===== src/rtl/call_stack.sv =====
// Purpose: LIFO stack for PSH/POP data and CLL/RTN return-address linkage.
// Latency: push/call visible on top after 1 edge; pop/ret result on stackout after 1 edge.
// Backpressure: none; overflow/underflow/collide ops are dropped and flagged sticky.
module call_stack #(
    parameter int WIDTH = 16,
    parameter int DEPTH = 16,
    parameter int PTR_W = 4
) (
    input  logic             clk,
    input  logic             rstn,
    input  logic             push,
    input  logic             pop,
    input  logic             call,
    input  logic             ret,
    input  logic [WIDTH-1:0] din,
    input  logic [WIDTH-1:0] pc_in,
    input  logic             clr_err,
    output logic [WIDTH-1:0] stackout,
    output logic [WIDTH-1:0] top,
    output logic [PTR_W:0]   count,
    output logic             full,
    output logic             empty,
    output logic             overflow,
    output logic             underflow,
    output logic             collide
);

    logic [WIDTH-1:0] r_mem [DEPTH];
    logic [PTR_W:0]   r_count;
    logic [WIDTH-1:0] r_stackout;
    logic             r_overflow;
    logic             r_underflow;
    logic             r_collide;

    logic [3:0]       w_ops;
    logic             w_any;
    logic             w_one;
    logic             w_is_wr;
    logic             w_is_rd;
    logic             w_full;
    logic             w_empty;
    logic             w_do_wr;
    logic             w_do_rd;
    logic             w_ovf_evt;
    logic             w_unf_evt;
    logic             w_col_evt;
    logic [PTR_W:0]   w_cnt_m1;
    logic [PTR_W-1:0] w_wr_idx;
    logic [PTR_W-1:0] w_rd_idx;
    logic [WIDTH-1:0] w_wr_dat;

    // Decode the four request lines; a one-hot request is the only legal operation.
    always_comb begin
        w_ops     = {push, pop, call, ret};
        w_any     = |w_ops;
        w_one     = w_any && ((w_ops & (w_ops - 4'd1)) == 4'd0);
        w_is_wr   = w_one && (push || call);
        w_is_rd   = w_one && (pop || ret);
        w_full    = (r_count == DEPTH[PTR_W:0]);
        w_empty   = (r_count == '0);
        w_do_wr   = w_is_wr && !w_full;
        w_do_rd   = w_is_rd && !w_empty;
        w_ovf_evt = w_is_wr && w_full;
        w_unf_evt = w_is_rd && w_empty;
        w_col_evt = w_any && !w_one;
        // Only the low PTR_W bits address storage; the count MSB only flags full.
        w_cnt_m1  = r_count - {{PTR_W{1'b0}}, 1'b1};
        w_wr_idx  = r_count[PTR_W-1:0];
        w_rd_idx  = w_cnt_m1[PTR_W-1:0];
        w_wr_dat  = push ? din : pc_in;
    end

    // Storage write; contents need no reset because count gates every read.
    always_ff @(posedge clk) begin
        if (w_do_wr) begin
            r_mem[w_wr_idx] <= w_wr_dat;
        end
    end

    // Occupancy counter and popped-value register.
    always_ff @(posedge clk or negedge rstn) begin
        if (!rstn) begin
            r_count    <= '0;
            r_stackout <= '0;
        end else if (w_do_wr) begin
            r_count    <= r_count + {{PTR_W{1'b0}}, 1'b1};
        end else if (w_do_rd) begin
            r_count    <= w_cnt_m1;
            r_stackout <= r_mem[w_rd_idx];
        end
    end

    // Sticky error flags; a new error in the same cycle as clr_err keeps the flag set.
    always_ff @(posedge clk or negedge rstn) begin
        if (!rstn) begin
            r_overflow  <= 1'b0;
            r_underflow <= 1'b0;
            r_collide   <= 1'b0;
        end else begin
            r_overflow  <= (r_overflow  && !clr_err) || w_ovf_evt;
            r_underflow <= (r_underflow && !clr_err) || w_unf_evt;
            r_collide   <= (r_collide   && !clr_err) || w_col_evt;
        end
    end

    // Status outputs and combinational peek of the top entry.
    always_comb begin
        stackout  = r_stackout;
        count     = r_count;
        full      = w_full;
        empty     = w_empty;
        overflow  = r_overflow;
        underflow = r_underflow;
        collide   = r_collide;
        top       = w_empty ? '0 : r_mem[w_rd_idx];
    end

endmodule


===== config.mk =====
export PLATFORM = sky130hd
export DESIGN_NAME = call_stack
export DESIGN_NICKNAME = d
export VERILOG_FILES = /design/src/rtl/call_stack.sv
export SDC_FILE = /design/constraint.sdc
export NUM_CORES = 1
export LEC_CHECK = 0
export ABC_AREA = 1
export ABC_CLOCK_PERIOD_IN_PS = 3250
export CAP_MARGIN = 40
export CORE_MARGIN = 10
export CORE_UTILIZATION = 40
export DETAILED_ROUTE_END_ITERATION = 10
export HOLD_SLACK_MARGIN = 0.03
export PLACE_DENSITY = 0.63
export SETUP_SLACK_MARGIN = 0.4
export SYNTH_ARGS = -nofsm -noshare
export SYNTH_HDL_FRONTEND = slang
export SYNTH_SLANG_ARGS = --single-unit

===== constraint.sdc =====
create_clock -name clk -period 3.25 [get_ports clk]
set_clock_uncertainty 0.05 [all_clocks]
set_input_delay 0.4875 -clock clk [delete_from_list [all_inputs] [get_ports clk]]
set_output_delay 0.4875 -clock clk [all_outputs]
set_load 0.005 [all_outputs]

**After elaboration in Yosys (flattened, before gate mapping)**

Memory sizes are Yosys's and may differ from the RTL's.
Cells that the tools add are included.

- Word-level logic and storage cells: 43
- Register bits after elaboration: 24
- Input bits: 39
- Bits in writable memories: 256
- Memories kept: 1

Memories:

| name | depth | width | read ports | clocked after memory_dff | wr ports | line | text |
|---|---|---|---|---|---|---|---|
| r_mem | 16 | 16 | 1 | 0 | 1 | 28 | `logic [WIDTH-1:0] r_mem [DEPTH];` |

- Reduce and logical (&&, ||, !) cells: 25
- Equality and inequality tests: 1
- Bitwise operators: 2
- Muxes and demuxes: 6
- Add/sub/neg operators: 3

Operators with widths:

| kind | count |
|---|---|
| $mux W16 | 2 |
| $logic_and A1 B1 Y1 | 11 |
| $mux W5 | 2 |
| $add A5 B1 Y5 const B | 1 |
| $eq A5 B5 Y1 const B | 1 |
| $logic_not A5 Y1 | 1 |
| $logic_or A1 B1 Y1 | 5 |
| $sub A5 B1 Y5 const B | 1 |
| $and A4 B4 Y4 | 1 |
| $logic_not A1 Y1 | 4 |
| $logic_not A4 Y1 | 1 |
| $reduce_or A4 Y1 | 1 |
| $sub A4 B1 Y4 const B | 1 |
| $mux W1 | 2 |
| $reduce_and A2 Y1 | 1 |
| $reduce_bool A2 Y1 | 1 |
| $not A1 Y1 | 1 |

**Longest topological paths before layout**

Gate-level depths: netlist of run 1.

- Depth after elaboration: 8
- Mapped depth: 13
- Gate-level depth less buffers: 9

**Worst setup path after synthesis of run 1**

No wires, ideal clock.

- Path kind: flip-flop to flip-flop
- From: reg r_count[0] (netlist: count[0])
- To: mem r_mem[12][0] (enable)
- Cell stages (with the launch flop): 8
- Library setup time: 409 ps
- Slack: 216 ps
- Period minus slack after synthesis: 3034 ps
- Arrival: 2575 ps
- Cells stage by stage: dfrtp_1 -> inv_2 -> buf_2 -> buf_2 -> ha_1 -> nand3_1 -> nand3_2 -> nor3_1

- Word-level cells in the longest chain between the ends: 5

Ends and longest elaborated chain:

| item | line | text |
|---|---|---|
| from (decl) | 29 | `logic [PTR_W:0] r_count;` |
| from (signal assigned) | 86 | `r_count <= r_count + {{PTR_W{1'b0}}, 1'b1};` |
| from (signal assigned) | 88 | `r_count <= w_cnt_m1;` |
| $eq A5 B5 Y1 | 59 | `w_full = (r_count == DEPTH[PTR_W:0]);` |
| $logic_not A1 Y1 | 61 | `w_do_wr = w_is_wr && !w_full;` |
| $logic_and A1 B1 Y1 | 61 |  |
| $mux W1 | 75 | `if (w_do_wr) begin` |
| $mux W1 (implied by the code) | 76 | `r_mem[w_wr_idx] <= w_wr_dat;` |
| to (decl) | 28 |  |

Parallel ways exist; a longest one is shown, timed or not.

**Final worst setup path of run 1**

- From: reg r_count[0] (netlist: count[0])
- To: out top[14]

- Word-level cells in the longest chain between the ends: 3
- Elaborated cells between the ends (all ways): 4
- Classes of those cells: add/sub (1); mux (1); reduce/logical (1); memory (1)

Ends and longest elaborated chain:

| item | line | text |
|---|---|---|
| $sub A5 B1 Y5 | 67 | `w_cnt_m1 = r_count - {{PTR_W{1'b0}}, 1'b1};` |
| $mem_v2 Z16 W16 | - |  |
| $mux W16 * | 115 | `top = w_empty ? '0 : r_mem[w_rd_idx];` |
| to (decl) | 19 | `output logic [WIDTH-1:0] top,` |

Every way passes the cells marked *; elsewhere a longest branch is shown, timed or not.

==> summary.md, run 1 <==
| Metric | Value |
|---|---|
| Crit path cell chain | inv_8 > ha_4 > buf_12 > buf_6 > buf_8 > nand3_2 > nand3_2 > nand3_4 > a21oi_4 > buf_2 |
| Netlist Area Pre-Place | 12520 µm² |
| Synth warn | 0 |
| Maximum vdd ir drop | 0.7128 mV |
| Clock Path Buffers | 3 |
| Max Clk Rate | 328.6 MHz |
| Layout Utilization | 55.40% |
| TNS Setup | 0 ps |
| Pwr Total | 20.04 mW |
| Worst-Margin Slew | 748.8 ps |
| Routed Antenna Nets | 0 |
| Top area cells in the synthesized netlist | edfxtp_1, nand2_1, nand3_1 |
| Final period utilization | 93.64% |
| # DRC | 0 |
| First-pass GRT wire length | 59070 µm |
| FP Rows | 64 |
| Dpl hpwl | 21570 µm |
| Leak | 7.357 nW |
| Syn Nets | 1313 |
| Status | finished clean |
| Critical Path AT | 2510 ps |
| Vias in the first global route | 9470 |
| Area growth, synth to finish | 36.11% |
| Count leader, synth | nand2_1 |
| Antenna diodes | 0 |
| Syn avg cell area | 9.863 µm² |
| CP max stage cell | dfrtp_4 |
| Ratio of cells with drive above 1 in the final layout | 24.71% |
| Worst-path maximum fanout | 8 |
| Reg2reg end | r_mem[11][11] |
| Primary FF master, synth | edfxtp_1 |
| Max-cap viol count | 0 |
| Yosys top cell area share | 61.42% |
| Pin count of the biggest net entering global routing | 67 |
| Worst path buffer plus inverter count | 5 |
| Ports | 81 |
| Total Routing Usage GR | 20.13% |
| Minimum clock period | 3043 ps |
| Nets | 1483 |
| Reg-to-reg slack, setup | 720 ps |
| Htree depth | 1 |
| DP Worst Slack | 128.3 ps |
| CTS tree | built |
| Height of the die | 196.9 µm |
| Sequential share of the synthesized area | 66.22% |
| Area leader, netlist | edfxtp_1 |
| Antenna violations before repair | 1 |
| Via-per-instance ratio | 5.274 |
| Mapped Cells | 1269 |
| Class of the worst hold path | in2async |
| CTS buffer count | 29 |
| Endpoint class of the critical path | output pin |
| Starting DRT DRC Count | 1006 |
| Worst skew pair latency | 560 ps |
| CTS Root Buffer Type | clkbuf_16 |
| DR vias | 9773 |
| Yosys reg bits | 280 |
| Async set-or-reset flop fraction in the synthesized netlist | 8.571% |
| Gpl congestion | 0.8965 |
| Max stage delay on crit path | 450 ps |
| Routed wire length | 40890 µm |
| GR Overflow Total | 0 |
| Crit path required time | 2710 ps |
| Post-synth top cells | nand2_1, edfxtp_1, inv_1, nand3_1, buf_2 |
| Clock-pin slew on the worst setup and hold paths | 70 ps |
| Hold Vio Cnt, Final | 0 |
| Die area | 38770 µm² |
| Final worst setup slack | 206.7 ps |
| Worst setup SP type | flip-flop |
| Core area | 30750 µm² |
| Number of synthesized flops with an enable pin | 256 |
| # setup viols final | 0 |
| Die Width | 196.9 µm |
| Clk sinks | 280 |
| Worst hold slack | 278.3 ps |
| R2R cell count | 6 |
| # port buffers | 80 |
| RSZ-0062 raised after global routing | yes |
| Kind of critical path | reg2out |
| Power per cell area | 1176 nW/µm² |
| CP dominant cell by count | nand3_2 |
| Family with the most delay on the worst path | buffers and inverters |
| Fill count | 2422 |
| Count of cell types in the netlist | 27 |
| Relative slew slack | 49.96% |
| Slew Limit Fails | 0 |
| Worst r2r src | count[0] |
| WL/cell | 22.07 µm |
| Starting Density | 40.70% |
| Drt first pass iters | 6 |
-- metrics by stage --
stage | std cells | cell area [µm²]
5_1_grt | 1853 | 17040
3_3_place_gp | 1729 | 14010
4_1_cts | 1831 | 16420
3_5_place_dp | 1729 | 14010
2_1_floorplan | 1269 | 12520
6_report | 1853 | 17040
-- worst max path at each step --
stage	to	cells past startpoint	from	slack (ps)
final	top[14]	10	count[0]	210
after global routing	top[12]	10	count[1]	140
after CTS	top[12]	11	count[0]	280
after detailed placement	top[9]	9	count[0]	130
after global placement	top[9]	9	count[0]	140
after floorplan	r_mem[12][0]	7	count[0]	220
-- registers in the layout (all words and copies together) (netlist names) --
name / count
count: 5
r_mem: 256
overflow: 1
stackout: 16
underflow: 1
collide: 1
-- layout make-up --
class	count	area, µm²	area share, %
clock inverter	15	155.1	0.9108
tap	396	495.5	2.909
inverter	211	812.0	4.767
timing repair buffer	197	2365	13.88
clock buffer	34	744.5	4.370
multi-input combinational	720	4167	24.46
sequential	280	8297	48.70
-- power breakdown --
| group | internal [mW] | total, mW | switching, mW |
|---|---|---|---|
| Sequential | 4.26 | 4.42 | 0.161 |
| Combinational | 5.53 | 12.4 | 6.86 |
| Clock | 1.86 | 3.23 | 1.37 |
-- cells in the final DEF, fill, tap and decap left out, drive strengths merged --
cell type      synthesis  final
nand3                206    206
edfxtp               256    256
inv                  210    211
nand2                459    459
a21oi                 16     16
bufinv                 0      3
buf                   48    129
nor2                  15     15
clkdlybuf4s50          0     64
o22ai                  2      2
xnor2                  1      2
or2                    2      2
bufbuf                 0      2
o21ai                  2      2
clkinv                 1     10
clkinvlp               0      2
nand4                  3      3
nor3                   4      4
dfrtp                 24     24
ha                     5      5
xor2                   4      4
clkbuf                11     36
-- worst reg2reg max path: cells and delay by family (launching register included) --
family,cells,cell delay [ps]
DFF,1,450
adders and majority gates,1,280
buffers and inverters,3,880
and+or+nand+nor,2,500
-- layer usage --
layer	part of all wire, %	track usage (%)	up-vias	wire [µm]
li1	-	-	4420	-
met4	5.3	10.28	2	2181
met3	9.3	4.463	145	3805
met2	47	32.99	508	19340
met1	38	24.60	4698	15550
met5	0.037	0	-	15
-- logic make-up after synthesis --
logic type	count (synthesis)	share of synthesized area, %
compound gates	20	0.8197
xor+xnor	5	0.4700
fa+ha+maj	5	0.4999
buf+inv	270	8.867
flops	280	66.22
simple gates	689	23.12
-- timing repair --
item / CTS / global route
cloned: 15 / 2
buffers inserted: 38 / 20
resized for setup: 222 / 73
pin swaps: 51 / 28
setup endpoints to repair: 17 / 17
hold buffers: 0 / 0
(Power assumes the default switching activity.)
==> run 2, diff against run 1 <==
ABC_CLOCK_PERIOD_IN_PS = 2510   (was 3250)
clock period = 2.51 ns   (was 3.25 ns; I/O delays follow)
==> run 2 against run 1 <==
The flow now finishes with violations (setup timing); register-to-register slack worse by 1000 ps; via count is 2.1% lower; clock-buffer cell count is 4 higher; worst setup slack got worse by 510 ps; non-clock buffer count grew 22; critical endpoint is now top[6].
==> summary.md, run 2 (synthesis results as in run 1) <==
| Metric | Value |
|---|---|
| Final period utilization | 112.0% |
| RSZ-0062 raised after global routing | yes |
| Commonest non-fill, non-tap cell in the layout | nand2_1 |
| Max-cap viol count | 0 (unchanged) |
| Antenna violations before repair | 0 (-1) |
| # port buffers | 80 (unchanged) |
| Crit path required time | 2080 ps (-630 ps) |
| FP Rows | 64 (unchanged) |
| Pin count of the biggest net entering global routing | 60 (-10%) |
| Reg with most FFs | r_mem |
| R2R cell count | 18 (+12) |
| Via-per-instance ratio | 5.095 (-3.4%) |
| Clk sinks | 280 (unchanged) |
| Crit path cell chain | inv_6 > ha_4 > buf_12 > buf_12 > buf_16 > nand3_4 > nand3_4 > nand3_4 > a21oi_4 > buf_2 |
| Placed insts | 1757 (+1.6%) |
| Worst r2r src | count[0] |
| Minimum clock period | 2811 ps |
| CP max stage cell | dfrtp_4 |
| # DRC | 0 (unchanged) |
| Class of the worst hold path | in2async |
| Max stage delay on crit path | 440 ps (about the same) |
| Clock Path Buffers | 3 (unchanged) |
| Area growth, synth to finish | 38.99% |
| Max Used Layer | met4 |
| Starting Density | 40.70% (unchanged) |
| Kind of critical path | reg2out |
| Final worst setup slack | -300.6 ps (-507.4 ps) |
| Relative slew slack | 53.25% (+3.3 points) |
| Worst skew pair latency | 540 ps (-20 ps) |
| Max Clk Rate | 355.8 MHz |
| Dpl cell area | 14670 µm² (+4.7%) |
| M1 WL | 15760 µm (+1.4%) |
| Worst-path maximum fanout | 6 (-2) |
| WL/cell | 20.59 µm (-6.7%) |
| Reg2reg end | stackout[0] |
| Ratio of cells with drive above 1 in the final layout | 26.11% (+1.4 points) |
| DR vias | 9568 (-2.1%) |
| Worst setup SP type | flip-flop |
| Hold Vio Cnt, Final | 0 (unchanged) |
| Antenna diodes | 0 (unchanged) |
| Power per cell area | 1401 nW/µm² (+19%) |
| WL met2 | 18570 µm (-4.0%) |
| Hold_buf cts | 0 (unchanged) |
| Critical Path AT | 2380 ps (-130 ps) |
| Finished Layout Cells | 1878 (+1.3%) |
| Worst-Margin Slew | 699.6 ps (-49.26 ps) |
| Reg-to-reg slack, setup | -280 ps (-1000 ps) |
| Height of the die | 196.9 µm (unchanged) |
| CTS buffer count | 29 (unchanged) |
| CTS tree | built |
| Nets | 1504 (+1.4%) |
| Routed wl met3 | 2712 µm (-29%) |
| First-pass GRT wire length | 56330 µm (-4.6%) |
| Failing checks | setup timing |
| CP dominant cell by count | nand3_4 |
| Drt first pass iters | 5 (-1) |
| # setup viols final | 17 (+17) |
| Total Routing Usage GR | 19.11% (-1.0 points) |
| Leak | 7.519 nW (+2.2%) |
| Clock-pin slew on the worst setup and hold paths | 60 ps (about the same) |
| Die area | 38770 µm² (unchanged) |
| Final instance area | 17400 µm² (+2.1%) |
| Most frequent cells in the layout | nand2_1, edfxtp_1, inv_1 |
| Pwr Total | 24.36 mW (+22%) |
| Slew Limit Fails | 0 (unchanged) |
| Ports | 81 (unchanged) |
| Status | finished with violations |
| Max reg flops | 256 (unchanged) |
| GR Overflow Total | 0 (unchanged) |
| Gpl congestion | 0.8572 (-4.4%) |
| Htree depth | 1 (unchanged) |
| Endpoint class of the critical path | output pin |
| Vias in the first global route | 9230 (-2.5%) |
| TNS Setup | -4156 ps (-4156 ps) |
| Maximum vdd ir drop | 0.8568 mV (+20%) |
| Die Width | 196.9 µm (unchanged) |
| CTS Root Buffer Type | clkbuf_16 |
| Routed wire length | 38670 µm (-5.4%) |
| Core area | 30750 µm² (unchanged) |
| Starting DRT DRC Count | 902 (-10%) |
| Dpl hpwl | 22730 µm (+5.4%) |
| Routed Antenna Nets | 0 (unchanged) |
==> run 2: changes by cell type in the layout (fill, tap and decap cells not counted), moves of 9 or more <==
cell / delta
nor2_4: +12
nand2_2: +9
buf_12: +10
buf_4: -12
nor2_2: -12
nand2_1: -10
buf_8: +9
buf_6: +18
==> run 2: worst max-delay path by stage <==
stage,startpoint,end,slack [ps]
2_1_floorplan,count[0],r_mem[10][0],370
3_3_place_gp,count[1],top[3],-150
3_5_place_dp,count[0],top[2],-140
4_1_cts,count[0],top[6],-260
5_1_grt,count[0],top[6],-360
6_report,count[0],top[6],-300
==> run 2: cell type report <==
| type | instances | area [µm²] |
|---|---|---|
| fillers | 2466 | 13350 |
| flip-flops and latches | 280 | 8293 |
| multi-input cells | 719 | 4135 |
| repair buffers | 219 | 2734 |
| inverters | 211 | 822.0 |
| clock buffers | 38 | 789.5 |
| well taps | 396 | 495.5 |
| clock inverters | 15 | 126.4 |
==> run 2: per-layer routing <==
metal / track usage (%) / vias up
met3: 2.913 / 87
li1: - / 4473
met5: 0 / -
met1: 24.34 / 4625
met4: 7.889 / 0
met2: 31.96 / 383
==> run 2: stage by stage <==
stage          hold slack, ps  utilization [%]  setup WS (ps)
2_1_floorplan           30.91                -          369.5
3_3_place_gp            412.3            47.70         -150.9
3_5_place_dp            414.3            47.70         -135.3
4_1_cts                 148.5            54.92         -263.4
5_1_grt                 182.8            56.57         -356.5
6_report                145.7            56.57         -300.6
==> run 2: what timing repair did <==
action / 4_1_cts / 5_1_grt
gates resized for setup: 245 / 50
pin swaps: 68 / 19
endpoints found under the setup margin: 81 / 232
setup buffers: 37 / 16
gates cloned: 10 / 5
==> run 2: critical path, delay by kind of cell, from the launching register on <==
kind            cells  cell delay [ps]
simple gates        3              240
fa+ha+maj           1              340
flops               1              440
compound gates      1              210
buf+inv             5              600
==> run 2: power by group <==
| part | switching, mW | internal, mW | total, mW |
|---|---|---|---|
| Sequential | 0.157 | 5.51 | 5.67 |
| Combinational | 8.09 | 6.47 | 14.6 |
| Clock | 1.74 | 2.41 | 4.15 |
==> run 3, diff against run 2 <==
SETUP_SLACK_MARGIN = default   (was 0.4)
==> run 3 against run 2 <==
First-iteration DRC count shrank 13%; clock-buffer cell count shrank 3; hold slack gained 71 ps; core utilization shrank 1.6 points; largest cell class unchanged; sequential power is essentially flat; critical path type unchanged; highest routed layer unchanged; design area shrank 2.9%; sequential cell count is the same; largest power group unchanged; non-clock buffer count shrank 22; cell count shrank 1.2%; the flow still finishes with violations (setup timing).
==> summary.md, run 3 (synthesis results as in run 1) <==
| Metric | Value |
|---|---|
| Minimum clock period | 2780 ps (-30.53 ps) |
| Class of the worst hold path | in2async |
| Worst setup SP type | flip-flop |
| Clock power share | 16.9% (about the same) |
| Leak | 7.321 nW (-2.6%) |
| Area growth, synth to finish | 34.94% |
| Max-cap viol count | 0 (unchanged) |
| Core area | 30750 µm² (unchanged) |
| Kind of critical path | reg2out |
| Nets | 1482 (-1.5%) |
| Crit path cell chain | inv_6 > buf_12 > buf_16 > buf_16 > nand2_1 > nand2_2 > nand2_1 > nand3_1 > nand3_2 > a21oi_4 > buf_2 |
| Power per cell area | 1388 nW/µm² (-0.88%) |
| Final period utilization | 110.8% (-1.2 points) |
| Routed wl met3 | 3239 µm (+19%) |
| WL met2 | 17770 µm (-4.3%) |
| Slew Limit Fails | 0 (unchanged) |
| Commonest non-fill, non-tap cell in the layout | nand2_1 |
| Clk sinks | 280 (unchanged) |
| Antenna violations before repair | 1 (+1) |
| Max reg flops | 256 (unchanged) |
| Pin count of the biggest net entering global routing | 50 (-17%) |
| Max Clk Rate | 359.7 MHz (+1.1%) |
| First-pass GRT wire length | 56430 µm (+0.17%) |
| Most frequent cells in the layout | nand2_1, edfxtp_1, inv_1 |
| Worst skew pair latency | 550 ps (about the same) |
| Ports | 81 (unchanged) |
| Starting Density | 40.70% (unchanged) |
| Int Power | 13.68 mW (-4.9%) |
| RSZ-0062 raised after global routing | yes |
| Height of the die | 196.9 µm (unchanged) |
| GR Overflow Total | 0 (unchanged) |
| WL/cell | 20.26 µm (-1.6%) |
| Placed insts | 1765 (+0.46%) |
| Area of the multi-input gates | 4084 µm² (-1.2%) |
| Endpoint class of the critical path | output pin |
| Drt first pass iters | 7 (+2) |
| Htree depth | 1 (unchanged) |
| Via-per-instance ratio | 5.142 (+0.92%) |
| Status | finished with violations |
| Switching pwr | 9.761 mW (-2.2%) |
| Reg with most FFs | r_mem |
| DP Worst Slack | -306.0 ps (-170.7 ps) |
| FP Rows | 64 (unchanged) |
| Finished Layout Cells | 1856 (-1.2%) |
| CTS Root Buffer Type | clkbuf_16 |
| Max Used Layer | met4 |
| Register area | 8294 µm² (about the same) |
| Failing checks | setup timing |
| Worst path buffer plus inverter count | 5 (unchanged) |
| Sequential power share | 24.1% (+0.8 points) |
| Clock-pin slew on the worst setup and hold paths | 60 ps (about the same) |
| Vias in the first global route | 9322 (+1.0%) |
| CTS buffer count | 29 (unchanged) |
| # port buffers | 80 (unchanged) |
| Maximum vdd ir drop | 1.010 mV (+18%) |
| Gpl congestion | 0.9059 (+5.7%) |
| Relative slew slack | 50.43% (-2.8 points) |
| Hold_buf cts | 0 (unchanged) |
| Clock Path Buffers | 3 (unchanged) |
| Max stage delay on crit path | 500 ps (+60 ps) |
| DR vias | 9543 (-0.26%) |
| Die area | 38770 µm² (unchanged) |
| Sw Ratio | 41.63% (+0.67 points) |
| # setup viols final | 16 (-1) |
| Routed wire length | 37610 µm (-2.7%) |
| Worst-path maximum fanout | 8 (+2) |
| Critical Path AT | 2350 ps (-30 ps) |
| CTS tree | built |
| Routed Antenna Nets | 0 (unchanged) |
| Fill count | 2570 (+4.2%) |
| Die Width | 196.9 µm (unchanged) |
| # DRC | 0 (unchanged) |
| Ratio of cells with drive above 1 in the final layout | 25.02% (-1.1 points) |
| Dpl hpwl | 23040 µm (+1.4%) |
| Crit path required time | 2080 ps (about the same) |
| Hold Vio Cnt, Final | 0 (unchanged) |
| CP max stage cell | dfrtp_4 |
| Total Routing Usage GR | 18.85% (-0.26 points) |
| Family with the most delay on the worst path | buffers and inverters |
| M1 WL | 15520 µm (-1.6%) |
| Worst-Margin Slew | 741.2 ps (+41.62 ps) |
| Final worst setup slack | -270.1 ps (+30.53 ps) |
| Starting DRT DRC Count | 782 (-13%) |
| Gate power share | 59.0% (-0.7 points) |
==> run 3: changes by cell type in the layout (fill, tap and decap cells not counted), sizes merged <==
| cell | previous run | this run |
|---|---|---|
| bufbuf | 2 | 0 |
| dlymetal6s2s | 0 | 1 |
| clkinv | 14 | 16 |
| clkdlybuf4s50 | 60 | 62 |
| inv | 209 | 210 |
| clkbuf | 43 | 38 |
| bufinv | 2 | 1 |
| buf | 150 | 130 |
| clkdlybuf4s15 | 1 | 0 |
| diode | 0 | 1 |
==> run 3: repair_timing <==
action / in CTS / in global routing
setup buffers: 17 / 13
setup endpoints to repair: 18 / 17
gates resized for setup: 229 / 64
gates cloned: 9 / 3
pin swaps: 44 / 44
==> run 3: path summary, 6_finish.rpt <==
check | endpoint | slack (ps) | cells past startpoint | startpoint
max | top[10] | -270 | 11 | count[0]
min | count[3] | 220 | 1 | rstn
max reg2reg | r_mem[14][7] | 380 | 8 | count[0]
min reg2reg | stackout[14] | 430 | 2 | stackout[14]
max in group asynchronous | stackout[1] | 1540 | 2 | rstn
min in group clk | collide | 410 | 2 | clr_err
==> run 3: per-layer routing <==
metal,vias to the layer above,track usage [%]
met2,443,31.25
met3,85,3.475
met5,-,0
li1,4419,-
met4,0,5.525
met1,4596,24.74
==> run 3: final cells by class <==
cell class                 count  area share, %
antenna                        1        0.01482
timing repair buffer         197          13.89
multi-input combinational    719          24.18
inverter                     211          4.793
tap                          396          2.934
clock inverter                17         0.6445
clock buffer                  35          4.430
sequential                   280          49.11
==> run 3: stage by stage <==
step                power (mW)  area [µm²]  util (%)  TNS (ps)  hold WS, ps
CTS                      22.43       16500     53.67     -3642        215.1
detailed placement       15.52       14510     47.19     -3998        418.2
finish                   23.45       16890     54.92     -3746        216.7
global placement         15.47       14510     47.19     -3769        414.9
global route             24.61       16890     54.92     -4844        264.3
floorplan                10.84       12550         -    -17300        30.91
==> run 3: worst reg2reg max path, delay by kind of cell (launching register included) <==
family        cells  cell delay [ps]
flops             1              500
buf+inv           5              700
simple gates      2              390
fa+ha+maj         1              180
==> run 3: power by group through the flow <==
stage          Clock (mW)  Combinational (mW)  Sequential (mW)
4_1_cts              4.01                12.8             5.65
3_5_place_dp            0                9.76             5.76
5_1_grt              4.22                14.7             5.68
2_1_floorplan           0                5.10             5.74
6_report             3.96                13.8             5.65
3_3_place_gp            0                9.72             5.75
